**src/rtl/pipelined_chunk_adder.sv**
```systemverilog
// rtl/pipelined_chunk_adder.sv - chunk-sliced pipelined add/subtract with valid/ready backpressure
module pipelined_chunk_adder #(
   parameter int WIDTH = 32,
   parameter int CHUNK = 16
) (
   input  logic             clk,
   input  logic             resetn,
   input  logic             in_valid,
   output logic             in_ready,
   input  logic [WIDTH-1:0] a,
   input  logic [WIDTH-1:0] b,
   input  logic             cin,
   input  logic             sub,
   output logic             out_valid,
   input  logic             out_ready,
   output logic [WIDTH-1:0] sum,
   output logic             cout,
   output logic             ovf
);

   localparam int NSTAGE = WIDTH / CHUNK;

   generate
      if (WIDTH % CHUNK != 0) begin : g_bad_chunk
         $error("pipelined_chunk_adder: WIDTH must be a multiple of CHUNK");
      end
   endgenerate

   // Per-stage registers: operands travel along so later chunks see their bits,
   // and the partial sum accumulates one chunk per stage.
   logic [WIDTH-1:0] a_q   [NSTAGE];
   logic [WIDTH-1:0] b_q   [NSTAGE];
   logic [WIDTH-1:0] s_q   [NSTAGE];
   logic             c_q   [NSTAGE];
   logic             v_q   [NSTAGE];
   logic             ovf_q;

   logic [WIDTH-1:0] a_n   [NSTAGE];
   logic [WIDTH-1:0] b_n   [NSTAGE];
   logic [WIDTH-1:0] s_n   [NSTAGE];
   logic             c_n   [NSTAGE];
   logic             v_n   [NSTAGE];
   logic             ovf_n;
   logic             en;

   // Whole pipeline advances together whenever the output slot is free or being drained.
   always_comb begin
      en = ~v_q[NSTAGE-1] | out_ready;
   end

   assign in_ready  = en;
   assign out_valid = v_q[NSTAGE-1];
   assign sum       = s_q[NSTAGE-1];
   assign cout      = c_q[NSTAGE-1];
   assign ovf       = ovf_q;

   // Next-state of every stage: add chunk k of the operands plus the carry from the stage before.
   always_comb begin
      logic [WIDTH-1:0] as;
      logic [WIDTH-1:0] bs;
      logic [WIDTH-1:0] ss;
      logic             cs;
      logic             vs;
      logic [CHUNK:0]   part;
      int               km1;
      ovf_n = 1'b0;
      for (int k = 0; k < NSTAGE; k++) begin
         km1 = (k == 0) ? 0 : k - 1;
         if (k == 0) begin
            // Subtract is folded into the first stage as a + ~b + ~cin.
            as = a;
            bs = sub ? ~b : b;
            cs = sub ? ~cin : cin;
            ss = '0;
            vs = in_valid;
         end else begin
            as = a_q[km1];
            bs = b_q[km1];
            cs = c_q[km1];
            ss = s_q[km1];
            vs = v_q[km1];
         end
         part = {1'b0, as[k*CHUNK +: CHUNK]} + {1'b0, bs[k*CHUNK +: CHUNK]}
              + {{CHUNK{1'b0}}, cs};
         ss[k*CHUNK +: CHUNK] = part[CHUNK-1:0];
         a_n[k] = as;
         b_n[k] = bs;
         s_n[k] = ss;
         c_n[k] = part[CHUNK];
         v_n[k] = vs;
         if (k == NSTAGE - 1) begin
            // Carry into the MSB is recovered from the MSB's own sum bit.
            ovf_n = (as[WIDTH-1] ^ bs[WIDTH-1] ^ ss[WIDTH-1]) ^ part[CHUNK];
         end
      end
   end

   // Stage registers: cleared on reset, otherwise shift only when the pipeline is enabled.
   always_ff @(posedge clk) begin
      if (!resetn) begin
         for (int k = 0; k < NSTAGE; k++) begin
            a_q[k] <= '0;
            b_q[k] <= '0;
            s_q[k] <= '0;
            c_q[k] <= 1'b0;
            v_q[k] <= 1'b0;
         end
         ovf_q <= 1'b0;
      end else if (en) begin
         for (int k = 0; k < NSTAGE; k++) begin
            a_q[k] <= a_n[k];
            b_q[k] <= b_n[k];
            s_q[k] <= s_n[k];
            c_q[k] <= c_n[k];
            v_q[k] <= v_n[k];
         end
         ovf_q <= ovf_n;
      end
   end

endmodule

```
**config.mk**
```make
export PLATFORM = sky130hd
export DESIGN_NAME = pipelined_chunk_adder
export DESIGN_NICKNAME = d
export VERILOG_FILES = /design/src/rtl/pipelined_chunk_adder.sv
export SDC_FILE = /design/constraint.sdc
export NUM_CORES = 1
export LEC_CHECK = 0
export BUFFER_PORTS_ARGS = -buffer_cell sky130_fd_sc_hd__buf_2
export CAP_MARGIN = 0
export CORE_UTILIZATION = 45
export DETAILED_ROUTE_END_ITERATION = 10
export GPL_ROUTABILITY_DRIVEN = 0
export PLACE_DENSITY_LB_ADDON = 0.08
export SETUP_SLACK_MARGIN = 0.2
export SLEW_MARGIN = 20
export SYNTH_ARGS = -nofsm -noshare
export SYNTH_HDL_FRONTEND = slang
export SYNTH_SLANG_ARGS = --single-unit
```
**constraint.sdc**
```tcl
create_clock -name clk -period 5.78 [get_ports clk]
set_input_delay 0.578 -clock clk [delete_from_list [all_inputs] [get_ports clk]]
set_output_delay 0.578 -clock clk [all_outputs]
set_load 0.01 [all_outputs]
```
==> results.ini, run 1 <==
[sta]
skew_ns=0.009565
maxSlewHeadroom_pct=29.88
totalNegativeSetupSlack_ns=0
setup_viol=0
tightest_slew_ns=1.052
period_share_pct=58.84
rsz0062_at_grt=false
hold_viol=0
fmax_mhz=294.0
post-route-min-period_ns=3.401
maxSlewViolCount=0

[global_route]
grt_pass1_wl_um=14610
grt_overflow=0
grt_max_degree=85
antenna_found_initial=1
grt.total_usage_pct=17.05
grt_pass1_vias=3151

[drt]
via_count=3290
drtPass1Iterations=4
wl_per_cell_um=13.73
drt_wl_total_um=8883
drt_iter0_markers=117
drc=0
avgViaCountPerCell=5.085
ant_nets=0

[power]
powerDensity_mw_per_mm2=283.3
ir_worst_vdd_mv=0.1266
seqPwrFrac_pct=49.3
intPower_mw=1.170
sw_frac_of_total_pct=26.38
pwr-share-clk_pct=28.3
p_sw_mw=0.4194
share_comb_of_total_power_pct=22.4
leakagePower_nw=2.635

[critical_path]
path_cells=buf_2 -> xor2_1 -> fa_1 -> inv_1 -> fa_1 -> nor2b_1 -> o21a_1 -> o21ai_1 -> a211oi_1 -> o2111a_1 -> o21a_1 -> nor3_1
path_depth=12
critPathLaunchType=input port
critPathRequiredTime_ns=5.86
r2r_cells=9
arrival_ns=3.48
cp_top_family=compound AO/OA/AOI/OAI gates
startpoint=sub
path_buf_inv=2
crit_fanout=33
slowest_stage=buf_2
crit_path_max_incr_delay_ns=0.71
end_kind=flip-flop
crit_type=input port to flip-flop
r2r-start=a_q[0][16]$_SDFFCE_PN0P_

[yosys]
synth.distinct_cells=48
synth-async-reset-ratio_pct=0
seq_area_frac_synth_pct=53.54
yosysWarnings=0
ys_seq_elements=85
netlist_instances=404
syn_area_mm2=0.004748
synthesis.nets=508
synth_ff_type=edfxtp_1
avgSynthCellArea_um2=11.75
synth_edf_count=84

[hold_path]
min_delay_path_depth=2
min_from=a[28]
hold_path.class=input port to flip-flop

[floorplan]
die_w_um=104.7
dieHeight_um=104.7
rows=37
pin_count=106
die_area_mm2=0.01097
design.core.area_mm2=0.01028
initial_core_util_pct=46.20

[cells_and_area]
fin_area_mm2=0.005612
syn_to_final_growth_pct=18.18
final_nets=610
n_antenna_cell=0
multi_input_area_mm2=0.002111
n_fill_cell=906
fin_cells=647
fin_util_pct=54.60
layout-drive-gt1-share_pct=25.64
regArea_mm2=0.002542

[clocking]
cts_root_buf=clkbuf_8
clock_path_buffers=2
path_clk_slew_ns=0.08
htree_levels=3
clk_latency_ns=0.35
cts_tree=yes
cts.sinks=85
holdBufCountCts=0
ctsResizeCount=0
cts_made_buffers=9
cts_setup_buffers=0

[status]
status=complete, no violations

[place]
dp.cells=631
hpwl_um=6219
port_buffers=105
dpl_cell_area_mm2=0.005401

[job]
cap_violations=0

[final cells by class]
type | count | area share, %
Sequential cell | 85 | 45.31
Multi-Input combinational cell | 294 | 37.61
Timing Repair Buffer | 108 | 9.766
Tap cell | 136 | 3.032
Clock buffer | 12 | 2.408
Clock inverter | 4 | 1.338
Inverter | 8 | 0.5351
[worst reg2reg max path, cell delays in order (launching register included)]
cell and delay (ns):
edfxtp_1 0.40, fa_1 0.52, fa_1 0.47, a21oi_1 0.20, o211ai_1 0.18, nand3_2 0.15, o21ai_2 0.07, a2111oi_1 0.44
or3_1 0.16, a21oi_1 0.06
[state kept, by name (all words and copies together), names as in the netlist]
signal	flops
a_q	16
b_q	16
c_q	2
ovf	1
s_q	48
v_q	2
[power groups by stage]
stage          combinational (mW)  sequential, mW  clock [mW]
3_3_place_gp                0.354           0.798           0
2_1_floorplan               0.234           0.816           0
5_1_grt                     0.401           0.793       0.479
3_5_place_dp                0.357           0.800           0
6_report                    0.356           0.784       0.449
4_1_cts                     0.360           0.786       0.461
[Yosys cell counts (2+ instances only)]
| library cell | n | area, um^2 |
|---|---|---|
| nor2_1 | 52 | 195.2 |
| nor3b_1 | 2 | 15.01 |
| nand2b_1 | 2 | 12.51 |
| a21oi_1 | 19 | 95.09 |
| or3_1 | 3 | 18.77 |
| o211a_1 | 2 | 20.02 |
| a211oi_1 | 3 | 22.52 |
| xnor2_1 | 25 | 219.0 |
| clkbuf_1 | 13 | 48.80 |
| o21a_1 | 11 | 82.58 |
| buf_1 | 3 | 11.26 |
| o31ai_2 | 2 | 25.02 |
| o21bai_1 | 2 | 15.01 |
| xor2_1 | 26 | 227.7 |
| ha_1 | 30 | 375.4 |
| fa_1 | 4 | 80.08 |
| o21ai_0 | 11 | 55.05 |
| nor3_1 | 14 | 70.07 |
| edfxtp_1 | 84 | 2522 |
| a21o_1 | 9 | 67.56 |
| inv_1 | 8 | 30.03 |
| nand3_2 | 2 | 20.02 |
| nand2_1 | 9 | 33.78 |
| and3_1 | 38 | 237.7 |
| nor4_1 | 2 | 12.51 |
| nor2b_1 | 5 | 31.28 |
| o21ai_1 | 2 | 10.01 |
[placed cells by master, fill, tap and decap left out, types with 3 or more instances in the layout]
master,netlist,routed
xor2_1,26,26
nand2_1,9,9
o21a_1,11,11
nor3_1,14,14
edfxtp_1,84,84
a21o_1,9,9
buf_2,1,105
xnor2_1,25,25
fa_1,4,4
clkbuf_1,13,3
buf_4,0,3
or3_1,3,3
a21oi_1,19,19
nor2b_1,5,5
ha_1,30,30
a211oi_1,3,3
o21ai_0,11,11
inv_1,8,8
nor2_1,52,52
clkbuf_8,0,9
and3_1,38,38
[logic make-up (layout without fill, tap and decap cells)]
| group | count (synthesis) | in the layout | synth area share, % |
|---|---|---|---|
| AND/OR/NAND/NOR | 133 | 133 | 14.15 |
| adder cells (fa/ha/maj) | 34 | 34 | 9.592 |
| AO/OA/AOI/OAI | 76 | 76 | 11.30 |
| buffers and inverters | 25 | 132 | 2.003 |
| flip-flops | 85 | 85 | 53.54 |
| XOR/XNOR | 51 | 51 | 9.407 |
[metrics by stage]
| stage | power (mW) | hold WS (ns) | setup slack, ns |
|---|---|---|---|
| floorplan | 1.051 | 0.5279 | 2.088 |
| global placement | 1.152 | 0.5325 | 2.040 |
| detailed placement | 1.157 | 0.5351 | 1.956 |
| CTS | 1.606 | 0.5165 | 2.325 |
| global route | 1.672 | 0.5173 | 2.133 |
| finish | 1.590 | 0.5284 | 2.379 |
[path summary, 6_finish.rpt]
kind	endpoint	slack (ns)
worst max-delay path	s_q[0][12]$_SDFFCE_PN0P_	2.38
worst min-delay path	a_q[0][28]$_SDFFCE_PN0P_	0.53
worst max register to register	s_q[0][62]$_SDFFCE_PN0P_	2.87
worst min register to register	s_q[0][34]$_SDFFCE_PN0P_	0.55
[per-layer routing]
metal / GRT usage [%] / part of all wire [%]
met1: 19.22 / 42
met5: 0 / 0.12
met4: 6.137 / 1.6
met2: 31.50 / 52
met3: 3.681 / 4.0
(Power assumes the default switching activity.)
==> run 2, diff against run 1 <==
--- a/config.mk
+++ b/config.mk
@@ -5,6 +5,7 @@
 export SDC_FILE = /design/constraint.sdc
 export NUM_CORES = 1
 export LEC_CHECK = 0
+export ABC_AREA = 1
 export BUFFER_PORTS_ARGS = -buffer_cell sky130_fd_sc_hd__buf_2
 export CAP_MARGIN = 0
 export CORE_UTILIZATION = 45
==> constraint.sdc (replaced) <==
create_clock -name clk -period 2.95 [get_ports clk]
set_input_delay 0.295 -clock clk [delete_from_list [all_inputs] [get_ports clk]]
set_output_delay 0.295 -clock clk [all_outputs]
set_load 0.01 [all_outputs]
==> results.ini, run 2 <==
[drt]
drt_wl_total_um=10370  ; +17%
avgViaCountPerCell=4.840  ; -4.8%
met2_length_um=5424  ; +16%
drc=0  ; unchanged
wl_met1_um=4382  ; +18%
drt_iter0_markers=159  ; +36%
ant_nets=0  ; unchanged
drtPass1Iterations=4  ; unchanged
routed-wl-met3_um=305  ; -14%
top_layer=met4
via_count=4080  ; +24%
wl_per_cell_um=12.30  ; -10%

[cells_and_area]
final_nets=803  ; +32%
regMostFlops=s_q
regArea_mm2=0.002542  ; unchanged
n_fill_cell=1034  ; +14%
layout-drive-gt1-share_pct=19.49  ; -6.1 points
largest_registers=s_q: 48 flops, a_q: 16 flops, b_q: 16 flops
largest_reg_flops=48  ; unchanged
layout_commonest_cell=nand2_1
syn_to_final_growth_pct=18.40
n_antenna_cell=0  ; unchanged
multi_input_area_mm2=0.002226  ; +5.5%
final_cell_mix=nand2_1 (118), nor2_1 (106), buf_2 (105)

[sta]
totalNegativeSetupSlack_ns=0  ; unchanged
period_share_pct=76.57
post-route-min-period_ns=2.259
setup_viol=0  ; unchanged
tightest_slew_ns=0.6197  ; -0.4320 ns
maxSlewViolCount=0  ; unchanged
hold_viol=0  ; unchanged
fmax_mhz=442.7
rsz0062_at_grt=false
maxSlewHeadroom_pct=58.68  ; +29 points
skew_ns=0.007314  ; -0.002251 ns

[critical_path]
critPathLaunchType=flip-flop
slowest_stage=fa_1
path_cells=fa_1 -> fa_1 -> nand2_1 -> nand2_1 -> nand3_2 -> nand2_2 -> a21oi_1 -> nor2_1
crit_type=flip-flop to flip-flop
crit_path_max_incr_delay_ns=0.49  ; -0.22 ns
end_kind=flip-flop
r2r_cells=8  ; -1
arrival_ns=2.32  ; -1.16 ns
critPathRequiredTime_ns=3.01  ; -2.85 ns
crit_fanout=4  ; -88%

[global_route]
grt_max_degree=60  ; -29%
grt_pass1_vias=3852  ; +22%
grt_overflow=0  ; unchanged
antenna_found_initial=0  ; -1
grt.total_usage_pct=18.94  ; +1.9 points
grt_pass1_wl_um=17170  ; +18%

[power]
powerDensity_mw_per_mm2=540.1  ; +91%
total_power_mw=3.300  ; +110%
leakagePower_nw=3.115  ; +18%
ir_worst_vdd_mv=0.2762  ; +120%

[clocking]
cts_setup_buffers=0  ; unchanged
htree_levels=3  ; unchanged
ctsResizeCount=0  ; unchanged
clock_path_buffers=2  ; unchanged
path_clk_slew_ns=0.06  ; -0.02 ns
cts_made_buffers=9  ; unchanged
cts_root_buf=clkbuf_16
clk_latency_ns=0.33  ; -0.02 ns
cts.sinks=85  ; unchanged
holdBufCountCts=0  ; unchanged
cts_tree=yes

[yosys]
synth.largest_area_cell=edfxtp_1
yosysMostFrequentCell=nand2_1
netlist_instances=591  ; +46%
yosysWarnings=0  ; unchanged
synth_top_cell_area_share_pct=48.88  ; -4.2 points
synth_edf_count=84  ; unchanged
seq_area_frac_synth_pct=49.27  ; -4.3 points
synthesis.nets=695  ; +37%
netlist_top_cells_area=edfxtp_1 (49%), nand2_1 (8.7%), nor2_1 (7.7%)
synth.top_cells.by_count=nand2_1 (120), nor2_1 (106), inv_1 (90), edfxtp_1 (84), a21oi_1 (42)
avgSynthCellArea_um2=8.731  ; -26%
synth_ff_type=edfxtp_1
syn_area_mm2=0.005160  ; +8.7%
synth-async-reset-ratio_pct=0  ; unchanged
synth.distinct_cells=31  ; -35%
ys_seq_elements=85  ; unchanged

[place]
port_buffers=105  ; unchanged
hpwl_um=7778  ; +25%

[hold_path]
hold_path.class=input port to flip-flop
min_delay_path_depth=3  ; +1

[floorplan]
initial_core_util_pct=46.98  ; +0.78 points
pin_count=106  ; unchanged
design.core.area_mm2=0.01098  ; +6.9%
die_area_mm2=0.01190  ; +8.5%
rows=38  ; +2.7%
die_w_um=109.1  ; +4.2%
dieHeight_um=109.1  ; +4.2%

[job]
cap_violations=0  ; unchanged

[status]
status=complete, no violations

==> run 2: area by class of cell <==
type | instances | share of cell area, %
timing repair buffer | 109 | 9.298
tap | 140 | 2.867
multi-input combinational | 403 | 36.43
clock buffer | 9 | 3.686
clock inverter | 6 | 0.5120
inverter | 91 | 5.591
sequential | 85 | 41.61
==> run 2: path summary, 6_finish.rpt <==
| path | start | end | slack, ns |
|---|---|---|---|
| setup / recovery | a_q[0][16]$_SDFFCE_PN0P_ | c_q[0][1]$_SDFFCE_PN0P_ | 0.69 |
| hold / removal | a[25] | a_q[0][25]$_SDFFCE_PN0P_ | 0.26 |
| setup reg to reg | a_q[0][16]$_SDFFCE_PN0P_ | c_q[0][1]$_SDFFCE_PN0P_ | 0.69 |
| hold reg to reg | ovf$_SDFFE_PN0P_ | ovf$_SDFFE_PN0P_ | 0.47 |
==> run 2: cells by family after synthesis <==
kind of cell | after synthesis | synth area share (%)
xor+xnor | 33 | 5.601
compound gates | 72 | 7.687
buf+inv | 103 | 7.783
simple gates | 264 | 20.83
flops | 85 | 49.27
fa+ha+maj | 34 | 8.826
==> run 2: metrics by stage <==
stage                     hold WS (ns)  utilization, %  cells  setup slack, ns  cell area, um^2
after floorplan                 0.4365               -    591           0.5094             5162
after global placement          0.4591           53.29    828           0.6652             5853
after detailed placement        0.4610           53.29    828           0.5958             5853
after CTS                       0.2443           55.63    843           0.6713             6110
after global routing            0.2581           55.63    843           0.5395             6110
final                           0.2554           55.63    843           0.6911             6110
==> run 2: routing by layer <==
| layer | vias to the layer above | track usage, % |
|---|---|---|
| met5 | - | 0 |
| li1 | 2127 | - |
| met1 | 1847 | 21.81 |
| met3 | 20 | 2.331 |
| met4 | 0 | 9.942 |
| met2 | 86 | 34.14 |
==> run 2: worst max-delay path: cells and delay by family, from the launching register on <==
kind / cells / cell delay (ns)
AO/OA/AOI/OAI: 1 / 0.19
AND/OR/NAND/NOR: 5 / 0.48
flip-flops: 1 / 0.40
adder cells (fa/ha/maj): 2 / 0.92
==> run 2: power breakdown <==
| group | internal (mW) | switching, mW | total (mW) |
|---|---|---|---|
| clock | 0.556 | 0.439 | 0.995 |
| combinational | 0.294 | 0.475 | 0.769 |
| sequential | 1.50 | 0.0406 | 1.54 |
